===== src/rtl/spi_pkg.sv =====
// Shared SPI definitions: FSM state encoding and default frame geometry,
// used by both the slave and the master FSM.
package spi_pkg;

    localparam int unsigned SPI_F_SIZE = 8;
    localparam int unsigned SPI_F_NUM  = 1;

    typedef enum logic [1:0] {
        IDLE  = 2'd0,
        SHIFT = 2'd1,
        DONE  = 2'd2
    } spi_state_e;

endpackage : spi_pkg


===== src/rtl/spi_slave_shifter.sv =====
// SPI slave datapath: rx/tx shift registers and bit index.
// clr_i clears everything asynchronously (reset or CS released).
module spi_slave_shifter
    import spi_pkg::*;
#(
    parameter int unsigned F_SIZE = SPI_F_SIZE,
    parameter int unsigned C_SIZE = $clog2(F_SIZE)
) (
    input  logic              sclk_i,
    input  logic              clr_i,
    input  logic              en_i,
    input  logic              mosi_i,
    input  logic [F_SIZE-2:0] tx_lo_i,
    output logic [C_SIZE-1:0] bit_idx_o,
    output logic [F_SIZE-2:0] rx_part_o,
    output logic              tx_bit_o
);

    // Only F_SIZE-1 received bits need storing; the last bit comes straight from MOSI.
    localparam int unsigned RXW = F_SIZE - 1;

    logic [C_SIZE-1:0] bit_idx_q;
    logic [RXW-1:0]    rx_sr_q;
    logic [F_SIZE-1:0] tx_sr_q;
    logic              tx_bit_q;

    // Sample MOSI, advance bit index, load/shift tx word on rising SCLK.
    always_ff @(posedge sclk_i or posedge clr_i) begin
        if (clr_i) begin
            bit_idx_q <= '0;
            rx_sr_q   <= '0;
            tx_sr_q   <= '0;
        end else if (en_i) begin
            rx_sr_q <= RXW'({rx_sr_q, mosi_i});
            if (bit_idx_q == '0) begin
                tx_sr_q <= {tx_lo_i, 1'b0};
            end else begin
                tx_sr_q <= {tx_sr_q[F_SIZE-2:0], 1'b0};
            end
            if (bit_idx_q == C_SIZE'(F_SIZE - 1)) begin
                bit_idx_q <= '0;
            end else begin
                bit_idx_q <= bit_idx_q + C_SIZE'(1);
            end
        end
    end

    // Present the next tx bit on falling SCLK so the master samples it on the rise.
    always_ff @(negedge sclk_i or posedge clr_i) begin
        if (clr_i) begin
            tx_bit_q <= 1'b0;
        end else begin
            tx_bit_q <= tx_sr_q[F_SIZE-1];
        end
    end

    assign bit_idx_o = bit_idx_q;
    assign rx_part_o = rx_sr_q;
    assign tx_bit_o  = tx_bit_q;

endmodule : spi_slave_shifter


===== src/rtl/spi_slave.sv =====
// SPI mode-0 slave: FSM, frame counter and rx handshake around the shifter.
// Build option: define SPI_SLAVE_TRISTATE_EN to float MISO (instead of
// driving 0) while CS is high or the transfer is DONE.
module spi_slave
    import spi_pkg::*;
#(
    parameter int unsigned F_SIZE  = SPI_F_SIZE,
    parameter int unsigned F_NUM   = SPI_F_NUM,
    parameter int unsigned C_SIZE  = $clog2(F_SIZE),
    parameter int unsigned FC_SIZE = $clog2(F_NUM + 1)
) (
    input  logic               SCLK,
    input  logic               rst,
    input  logic               CS,
    input  logic               MOSI,
    output logic               MISO,
    input  logic [F_SIZE-1:0]  tx_data_i,
    output logic [F_SIZE-1:0]  rx_data_o,
    output logic               rx_valid_o,
    input  logic               rx_ack_i,
    output logic               overrun_o,
    output logic [FC_SIZE-1:0] frame_cnt_o,
    output logic               busy_o
);

    spi_state_e         state_q;
    logic [FC_SIZE-1:0] frame_cnt_q;
    logic               busy_q;
    logic [F_SIZE-1:0]  rx_data_q;
    logic               rx_valid_q;
    logic               overrun_q;

    logic [C_SIZE-1:0]  bit_idx;
    logic [F_SIZE-2:0]  rx_part;
    logic               tx_bit;

    logic               clr_c;
    logic               en_c;
    logic               frame_end_c;
    logic               release_c;
    logic [F_SIZE-1:0]  rx_word_c;

    // Transfer state is dropped whenever reset is asserted or CS is released.
    assign clr_c       = rst | CS;
    assign en_c        = (state_q != DONE);
    assign frame_end_c = en_c && !CS && (bit_idx == C_SIZE'(F_SIZE - 1));
    assign rx_word_c   = {rx_part, MOSI};
    assign release_c   = CS || (state_q == DONE);

    spi_slave_shifter #(
        .F_SIZE (F_SIZE),
        .C_SIZE (C_SIZE)
    ) u_shifter (
        .sclk_i    (SCLK),
        .clr_i     (clr_c),
        .en_i      (en_c),
        .mosi_i    (MOSI),
        .tx_lo_i   (tx_data_i[F_SIZE-2:0]),
        .bit_idx_o (bit_idx),
        .rx_part_o (rx_part),
        .tx_bit_o  (tx_bit)
    );

    // Transfer FSM and per-CS frame counter.
    always_ff @(posedge SCLK or posedge clr_c) begin
        if (clr_c) begin
            state_q     <= IDLE;
            frame_cnt_q <= '0;
            busy_q      <= 1'b0;
        end else begin
            case (state_q)
                IDLE: begin
                    state_q <= SHIFT;
                    busy_q  <= 1'b1;
                end
                SHIFT: begin
                    if (frame_end_c) begin
                        frame_cnt_q <= frame_cnt_q + FC_SIZE'(1);
                        if (frame_cnt_q == FC_SIZE'(F_NUM - 1)) begin
                            state_q <= DONE;
                            busy_q  <= 1'b0;
                        end
                    end
                end
                DONE: begin
                end
                default: begin
                    state_q <= IDLE;
                    busy_q  <= 1'b0;
                end
            endcase
        end
    end

    // Receive handshake: survives CS release, cleared only by reset.
    always_ff @(posedge SCLK or posedge rst) begin
        if (rst) begin
            rx_data_q  <= '0;
            rx_valid_q <= 1'b0;
            overrun_q  <= 1'b0;
        end else if (frame_end_c) begin
            rx_data_q  <= rx_word_c;
            rx_valid_q <= 1'b1;
            if (rx_valid_q && !rx_ack_i) begin
                overrun_q <= 1'b1;
            end
        end else if (rx_ack_i) begin
            rx_valid_q <= 1'b0;
        end
    end

    // MISO: word MSB straight from tx_data_i at a frame boundary, shifter bit otherwise.
`ifdef SPI_SLAVE_TRISTATE_EN
    assign MISO = release_c ? 1'bz :
                  rst       ? 1'b0 :
                  (bit_idx == '0) ? tx_data_i[F_SIZE-1] : tx_bit;
`else
    assign MISO = release_c ? 1'b0 :
                  rst       ? 1'b0 :
                  (bit_idx == '0) ? tx_data_i[F_SIZE-1] : tx_bit;
`endif

    assign rx_data_o   = rx_data_q;
    assign rx_valid_o  = rx_valid_q;
    assign overrun_o   = overrun_q;
    assign frame_cnt_o = frame_cnt_q;
    assign busy_o      = busy_q;

endmodule : spi_slave


===== config.mk =====
export PLATFORM = sky130hd
export DESIGN_NAME = spi_slave
export DESIGN_NICKNAME = d
export VERILOG_FILES = /design/src/rtl/spi_pkg.sv /design/src/rtl/spi_slave_shifter.sv /design/src/rtl/spi_slave.sv
export SDC_FILE = /design/constraint.sdc
export NUM_CORES = 1
export LEC_CHECK = 0
export BUFFER_PORTS_ARGS = -buffer_cell sky130_fd_sc_hd__buf_2
export CAP_MARGIN = 15
export CORE_AREA = 2 2 58 60
export DETAILED_ROUTE_END_ITERATION = 10
export DIE_AREA = 0 0 60 62
export PLACE_DENSITY = 0.67
export SLEW_MARGIN = 10
export SYNTH_ARGS = -nofsm -noshare
export SYNTH_HDL_FRONTEND = slang
export SYNTH_SLANG_ARGS = --single-unit

===== constraint.sdc =====
create_clock -name SCLK -period 1.35 [get_ports SCLK]
set_input_delay 0.27 -clock SCLK [delete_from_list [all_inputs] [get_ports SCLK]]
set_output_delay 0.27 -clock SCLK [all_outputs]
set_load 0.01 [all_outputs]

==> results.json, run 1 <==
{
  "dieArea_sq_um": 3720,
  "port_buffers": 25,
  "synth_cell_types": 24,
  "p_per_area_nw_per_um2": 1990,
  "hold_viol_final": 0,
  "muxShareOfSynthArea": 0.144,
  "setup_viol": 21,
  "synth-edff-count": 0,
  "overflow": 0,
  "drtPass1Iterations": 2,
  "htreeDepth": 2,
  "synth-simple-area-share": 0.153,
  "nFillCells": 289,
  "path_max_fanout": 1,
  "hpwlAfterDp_mm": 1.68,
  "totalWireLength_mm": 2.44,
  "setup_ws_ps": -680,
  "cts_sinks": 31,
  "nNetsFinal": 172,
  "avgSynthCellArea_sq_um": 11.5,
  "maxSlewHeadroom": 0.663,
  "die_w_um": 60,
  "track_usage": 0.156,
  "clk_pin_slew_ps": 90,
  "multi_input_area_sq_um": 572,
  "synth-warning-count": 0,
  "synth.ff_latch_count": 31,
  "regArea_sq_um": 776,
  "max-vdd-ir-drop_uv": 883,
  "cap_viol_max_count": 0,
  "initial_core_util": 0.416,
  "rows": 21,
  "synthAdderAreaFrac": 0.0284,
  "drc_errors": 0,
  "drt_iter0_drc": 15,
  "required_ps": 1080,
  "total_leakage_power_nw": 0.873,
  "drv_slew": 0,
  "critPathArrivalTime_ps": 1760,
  "syn_to_final_growth_pct": 33.6,
  "violations": "negative setup slack",
  "clk_latency_ps": 330,
  "synth_area_sq_um": 1320,
  "hold_path_class": "in -> async",
  "finish.utilization": 0.556,
  "r2r_start": "u_shifter.bit_idx_o[0]",
  "rsz0062_at_grt": "yes",
  "cts_buffers": 5,
  "reg2regPathDepth": 8,
  "clockBufferDepth": 2,
  "reg2reg_to": "rx_data_o[2]",
  "cp-startpoint": "u_shifter.tx_bit_o",
  "cts_root_buf": "clkbuf_4",
  "synth_top_family_by_area": "simple AND/OR/NAND/NOR gates",
  "crit_type": "reg -> out",
  "antenna_found_initial": 0,
  "vias_per_cell": 4.61,
  "synth_nets": 131,
  "status": "complete, but fails checks",
  "diodes": 0,
  "coreArea_sq_um": 3180,
  "gp_congestion": 0.710,
  "io-pin-count": 26,
  "yosysSeqAreaShare": 0.586,
  "vias": 935,
  "cp-end-kind": "primary output",
  "worst_slew_pin_slew_ps": 506,
  "fin_skew_ps": 11.4,
  "synthCells": 115,
  "die_y_um": 62,
  "drive_gt1_frac": 0.433,
  "start_kind": "flip-flop",
  "routedWlPerCell_um": 12.0,
  "grt_pass1_vias": 913,
  "setup_tns_ps": -5810,
  "synth-async-reset-ratio": 1.00,
  "drtAntennaViolNets": 0,
  "synth-xor-area-share": 0.00662,
  "cts_tree": "done",
  "grt_pass1_wl_mm": 4.06,
  "grt_max_degree": 23,
  "hold_slack_ps": 94.5,
  "rrSetupSlack_ps": -400,
  "synth_flop_cell": "dfrtp_1",
  "synth_compound_area_frac": 0.0482
}
==> state kept, by name, indices dropped and copies added, names as in the netlist <==
signal               cells
frame_cnt_o              1
rx_data_o                8
busy_o                   1
u_shifter.tx_bit_o       1
u_shifter.rx_part_o      7
rx_valid_o               1
u_shifter.tx_sr_q        7
overrun_o                1
state_q                  1
u_shifter.bit_idx_o      3
==> cells in the mapped netlist, types with 3 or more instances <==
cell / number / area (sq um)
mux2_4: 8 / 120
inv_1: 4 / 15.0
mux2i_1: 7 / 70.1
nand2_1: 33 / 124
dfrtp_1: 30 / 751
nor2_1: 4 / 15.0
ha_1: 3 / 37.5
o21ai_0: 8 / 40.0
buf_2: 3 / 15.0
==> how the worst max path moves through the flow <==
| stage | end |
|---|---|
| after floorplan | MISO |
| after global placement | MISO |
| after detailed placement | MISO |
| after CTS | MISO |
| after global routing | MISO |
| final | MISO |
==> power breakdown <==
group	leakage [nW]	internal (mW)	switching, mW
clock	0.0482	0.437	0.306
sequential	0.386	1.25	0.231
combinational	0.438	0.786	0.510
total	0.873	2.48	1.05
==> final cells by class <==
class / count / share of cell area
Clock buffer: 6 / 0.0290
Clock inverter: 2 / 0.0198
Inverter: 4 / 0.00849
Multi-Input combinational cell: 75 / 0.323
Sequential cell: 31 / 0.438
Timing Repair Buffer: 39 / 0.149
Tap cell: 46 / 0.0325
==> per-stage QoR <==
stage | std cells | cell area [sq um] | power [mW] | setup WS (ps)
2_1_floorplan | 115 | 1350 | 2.15 | -262
3_3_place_gp | 187 | 1550 | 2.45 | -314
3_5_place_dp | 187 | 1550 | 2.50 | -351
4_1_cts | 199 | 1700 | 3.40 | -713
5_1_grt | 203 | 1770 | 3.81 | -770
6_report | 203 | 1770 | 3.52 | -680
==> kinds of logic after synthesis <==
| group | Yosys count |
|---|---|
| AND/OR/NAND/NOR | 45 |
| flip-flops | 31 |
| multiplexers | 15 |
| AO/OA/AOI/OAI | 11 |
| buffers and inverters | 9 |
| adder cells (fa/ha/maj) | 3 |
| XOR/XNOR | 1 |
==> placed cells by master (no fill, tap or decap), types with 2 or more instances in the layout <==
cell,synthesis,layout
ha_4,0,2
mux2_4,8,8
inv_2,0,2
buf_6,1,6
nor2_1,4,2
nor2_2,0,2
dfrtp_1,30,30
clkbuf_4,0,5
buf_2,3,25
nor2b_4,1,2
inv_1,4,2
mux2i_2,0,2
buf_4,0,6
nand2_1,33,32
mux2i_1,7,5
o21ai_1,0,7
==> routing by layer <==
layer	GRT usage	part of all wire	vias up
met5	0	0	-
met4	0.0667	0.018	0
met3	0.0683	0.056	6
met2	0.253	0.49	25
met1	0.181	0.44	448
li1	-	-	456
==> timing repair <==
action | in CTS | in global routing
hold buffers | 1 | 0
gates cloned | 1 | 0
buffers inserted | 2 | 5
hold endpoints to repair | 10 | 0
endpoints found under the setup margin | 18 | 21
gates resized for setup | 14 | 14
pin swaps | 0 | 4
==> critical path, cell delays in order (launching register included) <==
cell	delay (ps)
dfrtn_1	400
mux2i_1	70
nor4_2	130
buf_2	170
No activity file was read; power rests on OpenSTA's default activity.
==> inputs of run 2 (changes only) <==
--- a/config.mk
+++ b/config.mk
@@ -7,10 +7,10 @@
 export LEC_CHECK = 0
 export BUFFER_PORTS_ARGS = -buffer_cell sky130_fd_sc_hd__buf_2
 export CAP_MARGIN = 15
-export CORE_AREA = 2 2 58 60
+export CORE_AREA = 2 2 52 54
 export DETAILED_ROUTE_END_ITERATION = 10
-export DIE_AREA = 0 0 60 62
-export PLACE_DENSITY = 0.67
+export DIE_AREA = 0 0 54 56
+export PLACE_DENSITY = 0.78
 export SLEW_MARGIN = 10
 export SYNTH_ARGS = -nofsm -noshare
 export SYNTH_HDL_FRONTEND = slang
==> constraint.sdc (replaced) <==
create_clock -name SCLK -period 2.6 [get_ports SCLK]
set_input_delay 0.52 -clock SCLK [delete_from_list [all_inputs] [get_ports SCLK]]
set_output_delay 0.52 -clock SCLK [all_outputs]
set_load 0.01 [all_outputs]
==> results.json, run 2 (synthesis gave the netlist of run 1 again) <==
{
  "reg2regPathDepth": 4,
  "path_max_fanout": 1,
  "maxSlewHeadroom": 0.362,
  "antenna_found_initial": 0,
  "grt_pass1_vias": 894,
  "worst_slew_pin_slew_ps": 952,
  "routedWlPerCell_um": 13.0,
  "cts_setup_buffers": 0,
  "cts_buffers": 5,
  "nNetsFinal": 160,
  "overflow": 0,
  "io-pin-count": 26,
  "place_ws_ps": 5.19,
  "violations": "negative setup slack",
  "status": "complete, but fails checks",
  "critPathArrivalTime_ps": 2410,
  "crit_end": "MISO",
  "total_leakage_power_nw": 0.780,
  "dieArea_sq_um": 3020,
  "cts_root_buf": "clkbuf_4",
  "vias": 898,
  "clk_pin_slew_ps": 90,
  "nFillCells": 216,
  "crit_type": "reg -> out",
  "required_ps": 2080,
  "syn_to_final_growth_pct": 15.1,
  "hold_slack_ps": 182,
  "drtAntennaViolNets": 0,
  "drv_slew": 0,
  "gp_congestion": 0.753,
  "setup_ws_ps": -328,
  "drtPass1Iterations": 4,
  "final_common_cell": "nand2_1",
  "r2r_start": "u_shifter.bit_idx_o[0]",
  "vias_per_cell": 5.13,
  "max-vdd-ir-drop_uv": 531,
  "finalPower_mw": 1.51,
  "initial_core_util": 0.544,
  "totalWireLength_mm": 2.28,
  "cts_sinks": 31,
  "cp-end-kind": "primary output",
  "setup_viol": 1,
  "coreArea_sq_um": 2430,
  "htreeDepth": 2,
  "cap_viol_max_count": 0,
  "start_kind": "flip-flop",
  "hold_path_class": "in -> async",
  "drc_errors": 0,
  "cp-startpoint": "u_shifter.tx_bit_o",
  "largest_reg_flops": 8,
  "rrSetupSlack_ps": 580,
  "port_buffers": 25,
  "track_usage": 0.185,
  "clockBufferDepth": 2,
  "fin_skew_ps": 7.43,
  "cts_tree": "done",
  "drt_iter0_drc": 14,
  "cts_resized": 0,
  "die_w_um": 54,
  "rsz0062_at_grt": "yes",
  "rows": 18,
  "reg2reg_to": "rx_data_o[2]",
  "p_per_area_nw_per_um2": 990,
  "final_cell_mix": "nand2_1, dfrtp_1, buf_2",
  "diodes": 0,
  "grt_pass1_wl_mm": 3.93,
  "clk_latency_ps": 330,
  "grt_max_degree": 25,
  "drive_gt1_frac": 0.310,
  "die_y_um": 56,
  "hpwlAfterDp_mm": 1.66,
  "postCtsHoldBufs": 0,
  "hold_viol_final": 0
}
## run 2: changes by cell type in the layout (fill, tap and decap cells not counted), sizes merged
cell	before	now
buf	38	27
bufinv	1	0
clkbuf	6	7
dlygate4sd3	1	0
## run 2: where the power goes
| group | switching [mW] | internal [mW] | total, mW |
|---|---|---|---|
| Combinational | 0.223 | 0.271 | 0.494 |
| Clock | 0.156 | 0.105 | 0.261 |
| Sequential | 0.104 | 0.650 | 0.754 |
## run 2: metrics by stage
step           cell area (sq um)  instances   util  setup TNS, ps
5_1_grt                     1520        175  0.627           -415
3_3_place_gp                1470        167  0.606              0
2_1_floorplan               1330        115      -              0
3_5_place_dp                1470        167  0.606              0
6_report                    1520        175  0.627           -328
4_1_cts                     1520        175  0.627           -347
## run 2: critical path, cell delays in order, from the launching register on
cell and delay [ps]:
dfrtn_1 390, mux2i_1 60, nor4_1 160, buf_2 170
## run 2: worst min path at each step
| stage | endpoint | slack [ps] | depth (start not counted) |
|---|---|---|---|
| CTS | rx_data_o[2] | 200 | 2 |
| finish | rx_data_o[2] | 180 | 2 |
| floorplan | overrun_o | 360 | 1 |
| global placement | overrun_o | 440 | 1 |
| detailed placement | overrun_o | 460 | 1 |
| global route | rx_data_o[2] | 210 | 2 |
## run 2: layer usage
metal | GRT usage | wire length, um
met5 | 0 | 0
met4 | 0.0857 | 47
met3 | 0.0833 | 117
met2 | 0.284 | 1150
met1 | 0.217 | 963
## run 2: layout make-up
type	count	area [sq um]	area share
Clock inverter	1	5.00	0.00328
Clock buffer	7	45.0	0.0296
Timing Repair Buffer	27	140	0.0920
Tap cell	30	37.5	0.0246
Inverter	4	15.0	0.00985
Sequential cell	31	776	0.509
Multi-Input combinational cell	75	505	0.332
==> inputs of run 3 (changes only) <==
--- a/config.mk
+++ b/config.mk
@@ -11,6 +11,7 @@
 export DETAILED_ROUTE_END_ITERATION = 10
 export DIE_AREA = 0 0 54 56
 export PLACE_DENSITY = 0.78
+export SETUP_SLACK_MARGIN = 0.05
 export SLEW_MARGIN = 10
 export SYNTH_ARGS = -nofsm -noshare
 export SYNTH_HDL_FRONTEND = slang
==> results.json, run 3 (synthesis gave the netlist of run 1 again) <==
{
  "status": "complete, but fails checks",
  "violations": "negative setup slack",
  "dieArea_sq_um": 3020,
  "clk_pin_slew_ps": 90,
  "fin_skew_ps": 8.62,
  "rrSetupSlack_ps": 590,
  "clk_latency_ps": 330,
  "setup_viol": 1,
  "antenna_found_initial": 0,
  "grt_max_degree": 25,
  "syn_to_final_growth_pct": 17.0,
  "diodes": 0,
  "start_kind": "flip-flop",
  "die_y_um": 56,
  "coreArea_sq_um": 2430,
  "nNetsFinal": 160,
  "grt_pass1_vias": 877,
  "reg2reg_to": "rx_data_o[7]",
  "track_usage": 0.183,
  "htreeDepth": 2,
  "rsz0062_at_grt": "yes",
  "cp-end-kind": "primary output",
  "drive_gt1_frac": 0.324,
  "nFillCells": 210,
  "routedWlPerCell_um": 13.1,
  "totalWireLength_mm": 2.30,
  "io-pin-count": 26,
  "clockBufferDepth": 2,
  "hpwlAfterDp_mm": 1.68,
  "r2r_start": "u_shifter.bit_idx_o[0]",
  "final_common_cell": "nand2_1",
  "finalPower_mw": 1.56,
  "largest_reg_flops": 8,
  "multi_input_area_sq_um": 512,
  "rows": 18,
  "cap_viol_max_count": 0,
  "hold_viol_final": 0,
  "cts_root_buf": "clkbuf_4",
  "setup_ws_ps": -290,
  "required_ps": 2080,
  "maxSlewHeadroom": 0.345,
  "drt_iter0_drc": 8,
  "hold_path_class": "in -> async",
  "reg2regPathDepth": 4,
  "crit_type": "reg -> out",
  "gp_congestion": 0.705,
  "total_leakage_power_nw": 0.790,
  "drc_errors": 0,
  "cts_setup_buffers": 0,
  "cts_resized": 0,
  "worst_slew_pin_slew_ps": 978,
  "drtPass1Iterations": 4,
  "cts_sinks": 31,
  "vias_per_cell": 5.10,
  "die_w_um": 54,
  "overflow": 0,
  "final_cell_mix": "nand2_1, dfrtp_1, buf_2",
  "port_buffers": 25,
  "path_max_fanout": 1,
  "drtAntennaViolNets": 0,
  "critPathArrivalTime_ps": 2370,
  "grt_pass1_wl_mm": 3.92,
  "setup_tns_ps": -290,
  "drv_slew": 0,
  "cts_buffers": 5,
  "initial_core_util": 0.544,
  "regArea_sq_um": 776,
  "max-vdd-ir-drop_uv": 668,
  "cts_tree": "done",
  "vias": 893,
  "postCtsHoldBufs": 0,
  "p_per_area_nw_per_um2": 1010
}
run 3: changes by cell type in the layout (fill, tap and decap cells not counted), sizes merged:
cell,before,now
clkbuf,7,8
clkinv,1,0
run 3: final cells by class:
class,count,area share
clock buffers,8,0.0444
flip-flops and latches,31,0.501
well taps,30,0.0242
repair buffers,27,0.0905
inverters,4,0.00969
multi-input cells,75,0.330
run 3: worst max-delay path, stage by stage (launching register included):
cell	delay [ps]
dfrtn_1	390
mux2i_1	70
nor4_2	130
buf_2	160
run 3: worst max path at each step:
| stage | startpoint | end | slack [ps] | cells after the start |
|---|---|---|---|---|
| final | u_shifter.tx_bit_o | MISO | -290 | 3 |
| after global routing | u_shifter.tx_bit_o | MISO | -370 | 3 |
| after CTS | u_shifter.tx_bit_o | MISO | -310 | 3 |
| after detailed placement | u_shifter.tx_bit_o | MISO | 40 | 3 |
| after global placement | u_shifter.tx_bit_o | MISO | 60 | 3 |
| after floorplan | u_shifter.tx_bit_o | MISO | 110 | 2 |
run 3: per-stage QoR:
step / utilization / std cells / area, sq um / worst slack (ps) / hold WS (ps)
3_3_place_gp: 0.609 / 167 / 1480 / 59.9 / 445
4_1_cts: 0.637 / 175 / 1550 / -312 / 197
5_1_grt: 0.637 / 175 / 1550 / -371 / 222
6_report: 0.637 / 175 / 1550 / -290 / 189
2_1_floorplan: - / 115 / 1330 / 113 / 360
3_5_place_dp: 0.609 / 167 / 1480 / 38.8 / 470
run 3: power by group:
| group | leakage [nW] | switching [mW] | internal (mW) |
|---|---|---|---|
| combinational | 0.365 | 0.222 | 0.271 |
| sequential | 0.386 | 0.102 | 0.650 |
| clock | 0.0386 | 0.157 | 0.159 |
| total | 0.790 | 0.481 | 1.08 |
run 3: layer usage:
layer	track usage	vias up	share of wire
met2	0.274	23	0.50
met4	0.0964	0	0.016
met1	0.233	428	0.42
li1	-	437	-
met5	0	-	0
met3	0.0591	5	0.063
